==> src/rtl/ldm_reg_writer_if.sv <==
// ldm_reg_writer_if: memory read bus between the load-multiple sequencer
// and the data memory. One request may be outstanding at a time.
//   mem_req   - read request, held until acknowledged (master -> slave)
//   mem_addr  - read address, stable while mem_req is high (master -> slave)
//   mem_ack   - read data valid / acknowledge (slave -> master)
//   mem_rdata - read data, qualified by mem_ack (slave -> master)
interface ldm_reg_writer_if #(
  parameter int DATA_W = 32
);
  logic              mem_req;
  logic [31:0]       mem_addr;
  logic              mem_ack;
  logic [DATA_W-1:0] mem_rdata;

  modport master (output mem_req, output mem_addr, input mem_ack, input mem_rdata);
  modport slave  (input mem_req, input mem_addr, output mem_ack, output mem_rdata);
endinterface

==> src/rtl/ldm_reg_writer.sv <==
// ldm_reg_writer: load-multiple write-back sequencer. Reads one memory word
// per set bit of reg_list (lowest register first, ascending addresses) and
// writes each word into the register file; r15 goes to the PC load path.
// Ports:
//   clk, rst_n          - clock, asynchronous active-low reset
//   start               - begin transfer (sampled only in IDLE)
//   reg_list, base_addr - register bitmask and first address, latched on start
//   busy, done          - high outside IDLE / one-cycle completion pulse
//   mem                 - memory read bus (ldm_reg_writer_if master)
//   write_enable_ARd, Rd_Address, Rd_data - register-file write port
//   pc_load, pc_load_value                - PC load strobe and value
// Optional feature macro LDM_BASE_WRITEBACK_EN adds wb_en/base_reg and a WB
// state that writes base_addr + ADDR_STEP*N back to the base register.
module ldm_reg_writer #(
  parameter int unsigned ADDR_STEP = 4,
  parameter int          DATA_W    = 32
) (
  input  logic              clk,
  input  logic              rst_n,
  input  logic              start,
  input  logic [15:0]       reg_list,
  input  logic [31:0]       base_addr,
`ifdef LDM_BASE_WRITEBACK_EN
  input  logic              wb_en,
  input  logic [3:0]        base_reg,
`endif
  output logic              busy,
  output logic              done,
  ldm_reg_writer_if.master  mem,
  output logic              write_enable_ARd,
  output logic [3:0]        Rd_Address,
  output logic [DATA_W-1:0] Rd_data,
  output logic              pc_load,
  output logic [DATA_W-1:0] pc_load_value
);

  typedef enum logic [2:0] {
    S_IDLE,
    S_REQ,
    S_WRITE,
    S_DONE
`ifdef LDM_BASE_WRITEBACK_EN
    , S_WB
`endif
  } state_t;

  state_t            state, state_n;
  logic [15:0]       list_q, list_n;
  logic [31:0]       addr_q, addr_n;
  logic              req_q;
  logic [3:0]        target;
  logic              we_n, pcl_n;
  logic [3:0]        rda_n;
  logic [DATA_W-1:0] rdd_n, pcv_n;
`ifdef LDM_BASE_WRITEBACK_EN
  logic              wb_do_q, wb_do_n;
  logic [3:0]        base_reg_q, base_reg_n;
`endif

  assign mem.mem_req  = req_q;
  assign mem.mem_addr = addr_q;

  // Lowest set bit of the remaining list; descending scan so the last hit wins.
  always_comb begin
    target = '0;
    for (int unsigned i = 0; i < 16; i++) begin
      if (list_q[4'(15 - i)]) target = 4'(15 - i);
    end
  end

  // Outputs are computed for the upcoming state and registered, so each
  // strobe is visible during the cycle its state is occupied.
  always_comb begin
    state_n = state;
    list_n  = list_q;
    addr_n  = addr_q;
    we_n    = 1'b0;
    pcl_n   = 1'b0;
    rda_n   = Rd_Address;
    rdd_n   = Rd_data;
    pcv_n   = pc_load_value;
`ifdef LDM_BASE_WRITEBACK_EN
    wb_do_n    = wb_do_q;
    base_reg_n = base_reg_q;
`endif
    case (state)
      S_IDLE: begin
        if (start) begin
          if (reg_list != '0) begin
            list_n  = reg_list;
            addr_n  = base_addr;
            state_n = S_REQ;
`ifdef LDM_BASE_WRITEBACK_EN
            // A loaded base register keeps its loaded value.
            wb_do_n    = wb_en && !reg_list[base_reg];
            base_reg_n = base_reg;
`endif
          end else begin
            state_n = S_DONE;
          end
        end
      end
      S_REQ: begin
        if (mem.mem_ack) begin
          state_n = S_WRITE;
          if (target == 4'd15) begin
            pcl_n = 1'b1;
            pcv_n = mem.mem_rdata;
          end else begin
            we_n  = 1'b1;
            rda_n = target;
            rdd_n = mem.mem_rdata;
          end
        end
      end
      S_WRITE: begin
        list_n = list_q & (list_q - 16'd1);
        addr_n = addr_q + ADDR_STEP;
        if (list_n != '0) begin
          state_n = S_REQ;
        end else begin
          state_n = S_DONE;
`ifdef LDM_BASE_WRITEBACK_EN
          // After the last increment addr_n equals base_addr + ADDR_STEP*N.
          if (wb_do_q) begin
            state_n = S_WB;
            if (base_reg_q == 4'd15) begin
              pcl_n = 1'b1;
              pcv_n = DATA_W'(addr_n);
            end else begin
              we_n  = 1'b1;
              rda_n = base_reg_q;
              rdd_n = DATA_W'(addr_n);
            end
          end
`endif
        end
      end
`ifdef LDM_BASE_WRITEBACK_EN
      S_WB:    state_n = S_DONE;
`endif
      S_DONE:  state_n = S_IDLE;
      default: state_n = S_IDLE;
    endcase
  end

  always_ff @(posedge clk or negedge rst_n) begin
    if (!rst_n) begin
      state            <= S_IDLE;
      list_q           <= '0;
      addr_q           <= '0;
      req_q            <= 1'b0;
      busy             <= 1'b0;
      done             <= 1'b0;
      write_enable_ARd <= 1'b0;
      Rd_Address       <= '0;
      Rd_data          <= '0;
      pc_load          <= 1'b0;
      pc_load_value    <= '0;
`ifdef LDM_BASE_WRITEBACK_EN
      wb_do_q          <= 1'b0;
      base_reg_q       <= '0;
`endif
    end else begin
      state            <= state_n;
      list_q           <= list_n;
      addr_q           <= addr_n;
      req_q            <= (state_n == S_REQ);
      busy             <= (state_n != S_IDLE);
      done             <= (state_n == S_DONE);
      write_enable_ARd <= we_n;
      Rd_Address       <= rda_n;
      Rd_data          <= rdd_n;
      pc_load          <= pcl_n;
      pc_load_value    <= pcv_n;
`ifdef LDM_BASE_WRITEBACK_EN
      wb_do_q          <= wb_do_n;
      base_reg_q       <= base_reg_n;
`endif
    end
  end

endmodule

==> src/flat_wrapper.sv <==
// flat-port wrapper written by rule: the top's interface ports become plain ports
module ldm_reg_writer_flat 
#(
  parameter int unsigned ADDR_STEP = 4,
  parameter int          DATA_W    = 32
)
  (clk, rst_n, start, reg_list, base_addr, busy, done, write_enable_ARd, Rd_Address, Rd_data, pc_load, pc_load_value, mem_mem_req, mem_mem_addr, mem_mem_ack, mem_mem_rdata);
  ldm_reg_writer_if #(.DATA_W(DATA_W)) mem_i ();
  input  logic clk;
  input  logic rst_n;
  input  logic start;
  input  logic [15:0] reg_list;
  input  logic [31:0] base_addr;
  output logic busy;
  output logic done;
  output logic write_enable_ARd;
  output logic [3:0] Rd_Address;
  output logic [DATA_W-1:0] Rd_data;
  output logic pc_load;
  output logic [DATA_W-1:0] pc_load_value;
  output wire logic [$bits(mem_i.mem_req)-1:0] mem_mem_req;
  output wire logic [$bits(mem_i.mem_addr)-1:0] mem_mem_addr;
  input wire logic [$bits(mem_i.mem_ack)-1:0] mem_mem_ack;
  input wire logic [$bits(mem_i.mem_rdata)-1:0] mem_mem_rdata;
  assign mem_mem_req = mem_i.mem_req;
  assign mem_mem_addr = mem_i.mem_addr;
  assign mem_i.mem_ack = mem_mem_ack;
  assign mem_i.mem_rdata = mem_mem_rdata;
  ldm_reg_writer #(.ADDR_STEP(ADDR_STEP), .DATA_W(DATA_W)) u_core (.clk(clk), .rst_n(rst_n), .start(start), .reg_list(reg_list), .base_addr(base_addr), .busy(busy), .done(done), .mem(mem_i), .write_enable_ARd(write_enable_ARd), .Rd_Address(Rd_Address), .Rd_data(Rd_data), .pc_load(pc_load), .pc_load_value(pc_load_value));
endmodule
==> config.mk <==
export PLATFORM = sky130hd
export DESIGN_NAME = ldm_reg_writer_flat
export DESIGN_NICKNAME = d
export VERILOG_FILES = /design/src/rtl/ldm_reg_writer_if.sv /design/src/rtl/ldm_reg_writer.sv /design/src/flat_wrapper.sv
export SDC_FILE = /design/constraint.sdc
export NUM_CORES = 1
export LEC_CHECK = 0
export ABC_AREA = 1
export CORE_ASPECT_RATIO = 1.4
export CORE_MARGIN = 8
export CORE_UTILIZATION = 35
export DETAILED_ROUTE_END_ITERATION = 10
export GPL_TIMING_DRIVEN = 0
export SKIP_LAST_GASP = 1
export SYNTH_ARGS = -nofsm -noshare
export SYNTH_HDL_FRONTEND = slang
export SYNTH_SLANG_ARGS = --single-unit
export TNS_END_PERCENT = 5
==> constraint.sdc <==
create_clock -name clk -period 4.3 [get_ports clk]
set_input_delay 0.43 -clock clk [delete_from_list [all_inputs] [get_ports clk]]
set_output_delay 0.43 -clock clk [all_outputs]
set_load 0.005 [all_outputs]
# After elaboration in Yosys (flattened, before gate mapping)
# Index checks and enable logic that the tools add are counted.
[totals]
reg_bits = 124
input_bits = 84
elab_cells = 63
[op_classes]
eq_ne = 7
add_sub_neg = 2
reduce_logical = 8
n_bitwise = 2
muxes = 33
[op_table]
columns = ["operator", "n"]
rows = [
  ["2-to-1 mux 32 bit", 2],
  ["2-to-1 mux 4 bit", 16],
  ["case mux 32 bit (2 select lines)", 1],
  ["adder 32 x 3 -> 32 bit, second input constant", 1],
  ["2-to-1 mux 16 bit", 2],
  ["case mux 16 bit (2 select lines)", 1],
  ["nonzero test 16 bit", 2],
  ["AND 16 bit", 1],
  ["subtractor 16 x 1 -> 16 bit, second input constant", 1],
  ["case mux 3 bit (3 select lines)", 1],
  ["AND reduction 3 bit", 3],
  ["== test 3 x 1 -> 1 bit, second input constant", 2],
  ["== test 3 x 2 -> 1 bit, second input constant", 2],
  ["2-to-1 mux 1 bit", 6],
  ["2-to-1 mux 3 bit", 2],
  ["== test 4 bit, second input constant", 1],
  ["2-to-1 mux 2 bit", 2],
  ["zero test 3 bit", 1],
  ["nonzero test 3 bit", 1],
  ["!= test 2 x 1 -> 1 bit, second input constant", 1],
  ["!= test 2 bit, second input constant", 1],
  ["nonzero test 2 bit", 1],
  ["inverter 1 bit", 1],
]

# Logic depth before layout (Yosys ltp)
[depth]
word_depth = 20
ltp_mapped = 20
ltp_nobuf = 19

# Least setup slack after synthesis
# No wires, ideal clock.
[synth_path]
path_kind = "register to register"
start = "register u_core.addr_q[2] (netlist: u_core.mem.mem_addr[2])"
end = "register u_core.addr_q[26] (netlist: u_core.mem.mem_addr[26])"
n_path_buf = 0
arrival_ns = 1.843
path_stages_with_launch = 14
setup_ns = 0.133
setup_slack_ns = 2.324
synth_period_minus_slack_ns = 1.976
required_time_ns = 4.167
path_cell_list = "dfrtp_1 -> ha_1 -> nand2_1 -> nor2_2 -> nand3_2 -> nor2_2 -> nand2_1 -> nor2_1 -> nand3_1 -> nor2_1 -> nand3_1 -> xor2_1 -> nor2_1 -> o22ai_1"
[synth_between]
elab_chain_cells = 2
[synth_rtl]
columns = ["element", "line", "text"]
rows = [
  ["start: declaration", "ldm_reg_writer.sv:49", "logic [31:0] addr_q, addr_n;"],
  ["start signal: assignment", "ldm_reg_writer.sv:167", "addr_q <= addr_n;"],
  ["adder 32 x 3 -> 32 bit", "ldm_reg_writer.sv:118", "addr_n = addr_q + ADDR_STEP;"],
  ["case mux 32 bit (2 select lines)", "ldm_reg_writer.sv:86", "case (state)"],
]
# No other way between the ends.
# A chain may end at the register's enable or synchronous reset.

# Final worst setup path
[layout_path]
start = "input reg_list[11]"
end = "register u_core.list_q[8]"
[layout_between]
elab_chain_cells = 3
[layout_rtl]
columns = ["element", "line", "text"]
rows = [
  ["start: declaration", "flat_wrapper.sv:12", "input logic [15:0] reg_list;"],
  ["nonzero test 16 bit", "ldm_reg_writer.sv:89", "if (reg_list != '0) begin"],
  ["!= test 2 x 1 -> 1 bit (no line)", "--", ""],
  ["AND reduction 3 bit (no line)", "--", ""],
  ["end signal: assignment", "ldm_reg_writer.sv:166", "list_q <= list_n;"],
  ["end: declaration", "ldm_reg_writer.sv:48", "logic [15:0] list_q, list_n;"],
]
# No other way between the ends.

==> impl_metrics.yaml <==
status:
  status: "finished clean"
timing:
  setup_slack_ns: 1.69
  max_freq_mhz: 383
  finalHoldViolCount: 0
  rsz0062_at_grt: "false"
  worst_slew_pin_slew_ns: 0.678
  clock_skew_ns: 0.0113
  fin_crit_ns: 2.61
  slew_viol_final: 0
  fin_crit_sh_pct: 60.7
  setup_viol_count_final: 0
  slew_headroom_pct: 54.8
cts:
  clock_sinks: 124
  htree_levels: 4
  root_buffer: "clkbuf_16"
  clk_pin_slew_ns: 0.06
  worstSkewPairLatency_ns: 0.42
  numCtsBuffers: 17
  cts_tree: "done"
  postCtsResizedCells: 0
  clk_path_buf_depth: 2
run:
  drv_cap: 0
layout:
  utilization_pct: 51.4
  drive_gt1_share_pct: 6.94
  syn_to_final_growth_pct: 45.8
  fin_area_sq_um: 8790
  diodes: 0
  nNetsFinal: 1037
route:
  drt_wl_total_microns: 20400
  avgRoutedWirePerCell_microns: 17.5
  firstDrtPassIters: 4
  ant_nets: 0
  drt_iter0_drc: 416
  vias_per_cell: 4.98
  vias: 5828
  drc_errors: 0
synthesis:
  synthAdderAreaFrac_pct: 0.207
  synthTopCellsByArea: "dfrtp_1 51%, nand2_1 15%, nand3_1 4.6%"
  synth_cell_types: 41
  yosys_register_bits: 124
  yosys_warnings: 0
  async_flop_share_pct: 100
  synth_compound_area_share_pct: 8.11
  synthCells: 743
  yosys.area_share.simple_pct: 31.2
  yosysSeqAreaShare_pct: 51.5
  synth-xor-area-share_pct: 2.47
  syn-cell-area_sq_um: 6030
  synth_mux_area_share_pct: 0
  synth_edf_count: 0
  synth_top_family_by_area: "simple AND/OR/NAND/NOR gates"
  synth_top_area_cell: "dfrtp_1"
  yosysTopAreaCellShare_pct: 51.5
  synthFlopType: "dfrtp_1"
  synth.net_count: 828
  syn_avg_cell_area_sq_um: 8.12
pwr:
  p_sw_uw: 1260
  clockPowerShare_pct: 34.5
  max-vdd-ir-drop_v: 0.000205
  leakagePower_uw: 0.00414
  p_seq_share_pct: 38.7
  internal-power_uw: 2850
  power_density_nw_per_um2: 467
  sw_frac_of_total_pct: 30.7
  p_comb_share_pct: 26.8
setup_path:
  cpMostUsedCell: "nand2_1"
  crit_fanout: 10
  slowest_stage: "clkdlybuf4s50_1"
  crit_type: "in -> reg"
  crit_arrival_ns: 2.87
  end_kind: "flip-flop"
  startpoint_type: "input pin"
  worst_ep_required_time_ns: 4.56
  slowest_delay_ns: 0.44
  worstPathCellList: "clkdlybuf4s50_1 -> nor2_1 -> nand2_1 -> nor2_1 -> nand4_1 -> nand2_1 -> clkinv_1 -> nand2_1 -> inv_2 -> buf_2 -> nand2_1 -> o221ai_1"
placement:
  io_buffers: 188
  gp_congestion: 0.885
  dpl_cell_area_sq_um: 8200
  pre_cts_ws_ns: 1.22
  post-dp-hpwl_microns: 15500
die:
  initial_utilization_pct: 35.2
  ioPinCount: 189
  die_w_microns: 127
  dieArea_sq_um: 21700
  num_rows: 57
  fp.dieH_microns: 171
  core_area_sq_um: 17100
grt:
  grt-ovfl-total: 0
  grt_pass1_wl_microns: 32200
  grt_pass1_vias: 6045
  grt_usage_pct: 19.0
  antenna_found_initial: 0
  grt_max_degree: 81
min_path:
  min_path_type: "reg -> reg"
==> flip-flops by register name (all words and copies together), names as in the netlist <==
signal and cells:
u_core.list_q 16, u_core.Rd_Address 4, u_core.pc_load 1, u_core.Rd_data 32, u_core.pc_load_value 32, u_core.state 3
u_core.mem.mem_addr 32, u_core.busy 1, u_core.mem.mem_req 1, u_core.write_enable_ARd 1, u_core.done 1
==> critical path: cells and delay by family <==
kind,cells,cell delay [ns]
buffers and inverters,4,1.15
AO/OA/AOI/OAI,1,0.10
AND/OR/NAND/NOR,7,1.20
==> synth_stat cells, types with 2 or more instances <==
cell type,n
a211oi_1,2
a21oi_1,13
a221oi_1,9
a31oi_1,4
buf_2,11
buf_4,3
clkbuf_1,20
clkinv_1,3
dfrtp_1,124
inv_1,57
inv_2,2
nand2_1,233
nand3_1,55
nand3_2,2
nand3b_1,2
nand4_1,41
nor2_1,67
nor2_2,8
nor3_1,9
nor3_2,2
nor4_1,2
o211ai_1,4
o21ai_0,20
o21ai_1,2
o221ai_1,6
o22ai_1,12
xor2_1,16
==> per-stage QoR <==
step	hold WS, ns	TNS (ns)	power (uW)	std cells
2_1_floorplan	0.134	0	2060	743
6_report	0.467	0	4100	1171
5_1_grt	0.480	0	4340	1171
3_5_place_dp	0.408	0	2720	1138
4_1_cts	0.472	0	4150	1171
3_3_place_gp	0.452	-301.40	2700	1137
==> worst paths after layout <==
| check | to | slack [ns] | startpoint | cells past startpoint |
|---|---|---|---|---|
| min reg2reg | u_core.Rd_data[27]$_DFFE_PN0P_ | 0.47 | u_core.Rd_data[27]$_DFFE_PN0P_ | 2 |
| max | u_core.list_q[8]$_DFFE_PN0P_ | 1.69 | reg_list[11] | 12 |
| max reg2reg | u_core.list_q[8]$_DFFE_PN0P_ | 1.78 | u_core.state[2]$_DFF_PN0_ | 10 |
| min in group asynchronous | u_core.pc_load_value[9]$_DFFE_PN0P_ | 0.52 | rst_n | 2 |
| min | u_core.Rd_data[27]$_DFFE_PN0P_ | 0.47 | u_core.Rd_data[27]$_DFFE_PN0P_ | 2 |
| max in group asynchronous | u_core.state[2]$_DFF_PN0_ | 3.01 | rst_n | 3 |
==> kinds of logic (layout without fill, tap and decap cells) <==
group	Yosys count	in the layout
other	1	1
buffers and inverters	97	319
and+or+nand+nor	427	427
xor gates and xnor gates	17	17
AOI/OAI and AO/OA	76	76
DFF	124	124
adders and majority gates	1	1
==> power by group through the flow <==
stage | combinational (uW) | clock, uW | sequential (uW)
2_1_floorplan | 470 | 0 | 1590
5_1_grt | 1220 | 1490 | 1620
4_1_cts | 1120 | 1440 | 1590
6_report | 1100 | 1420 | 1590
3_5_place_dp | 1120 | 0 | 1600
3_3_place_gp | 1100 | 0 | 1600
==> area by class of cell <==
| cell class | count | area (sq um) |
|---|---|---|
| multi-input combinational | 522 | 2540 |
| clock buffer | 19 | 443 |
| sequential | 124 | 3100 |
| clock inverter | 13 | 141 |
| fill | 1648 | 8320 |
| tap | 206 | 258 |
| inverter | 62 | 233 |
| buffer | 35 | 156 |
| timing repair buffer | 190 | 1920 |
==> per-layer routing <==
| metal | vias to the layer above | part of all wire (%) | global-route usage [%] |
|---|---|---|---|
| met5 | - | 0 | 0 |
| met4 | 0 | 3.1 | 8.35 |
| met3 | 31 | 7.6 | 6.27 |
| met2 | 196 | 49 | 32.3 |
| met1 | 2721 | 41 | 21.2 |
| li1 | 2880 | - | - |
==> repair_timing <==
action | 4_1_cts | 5_1_grt
endpoints found under the hold margin | 44 | 0
buffers inserted | 0 | 0
hold buffers | 1 | 0
setup endpoints to repair | 0 | 0
==> layout by cell type, fill, tap and decap left out, types with 12 or more instances in the layout <==
master           synthesis  final
o22ai_1                 12     12
nor2_1                  67     67
clkbuf_16                0     17
dfrtp_1                124    124
a21oi_1                 13     13
nand2_1                233    233
nand4_1                 41     41
clkdlybuf4s50_1          0    187
o21ai_0                 20     20
inv_1                   57     57
xor2_1                  16     16
clkbuf_1                20     21
nand3_1                 55     55
(Power assumes the default switching activity.)
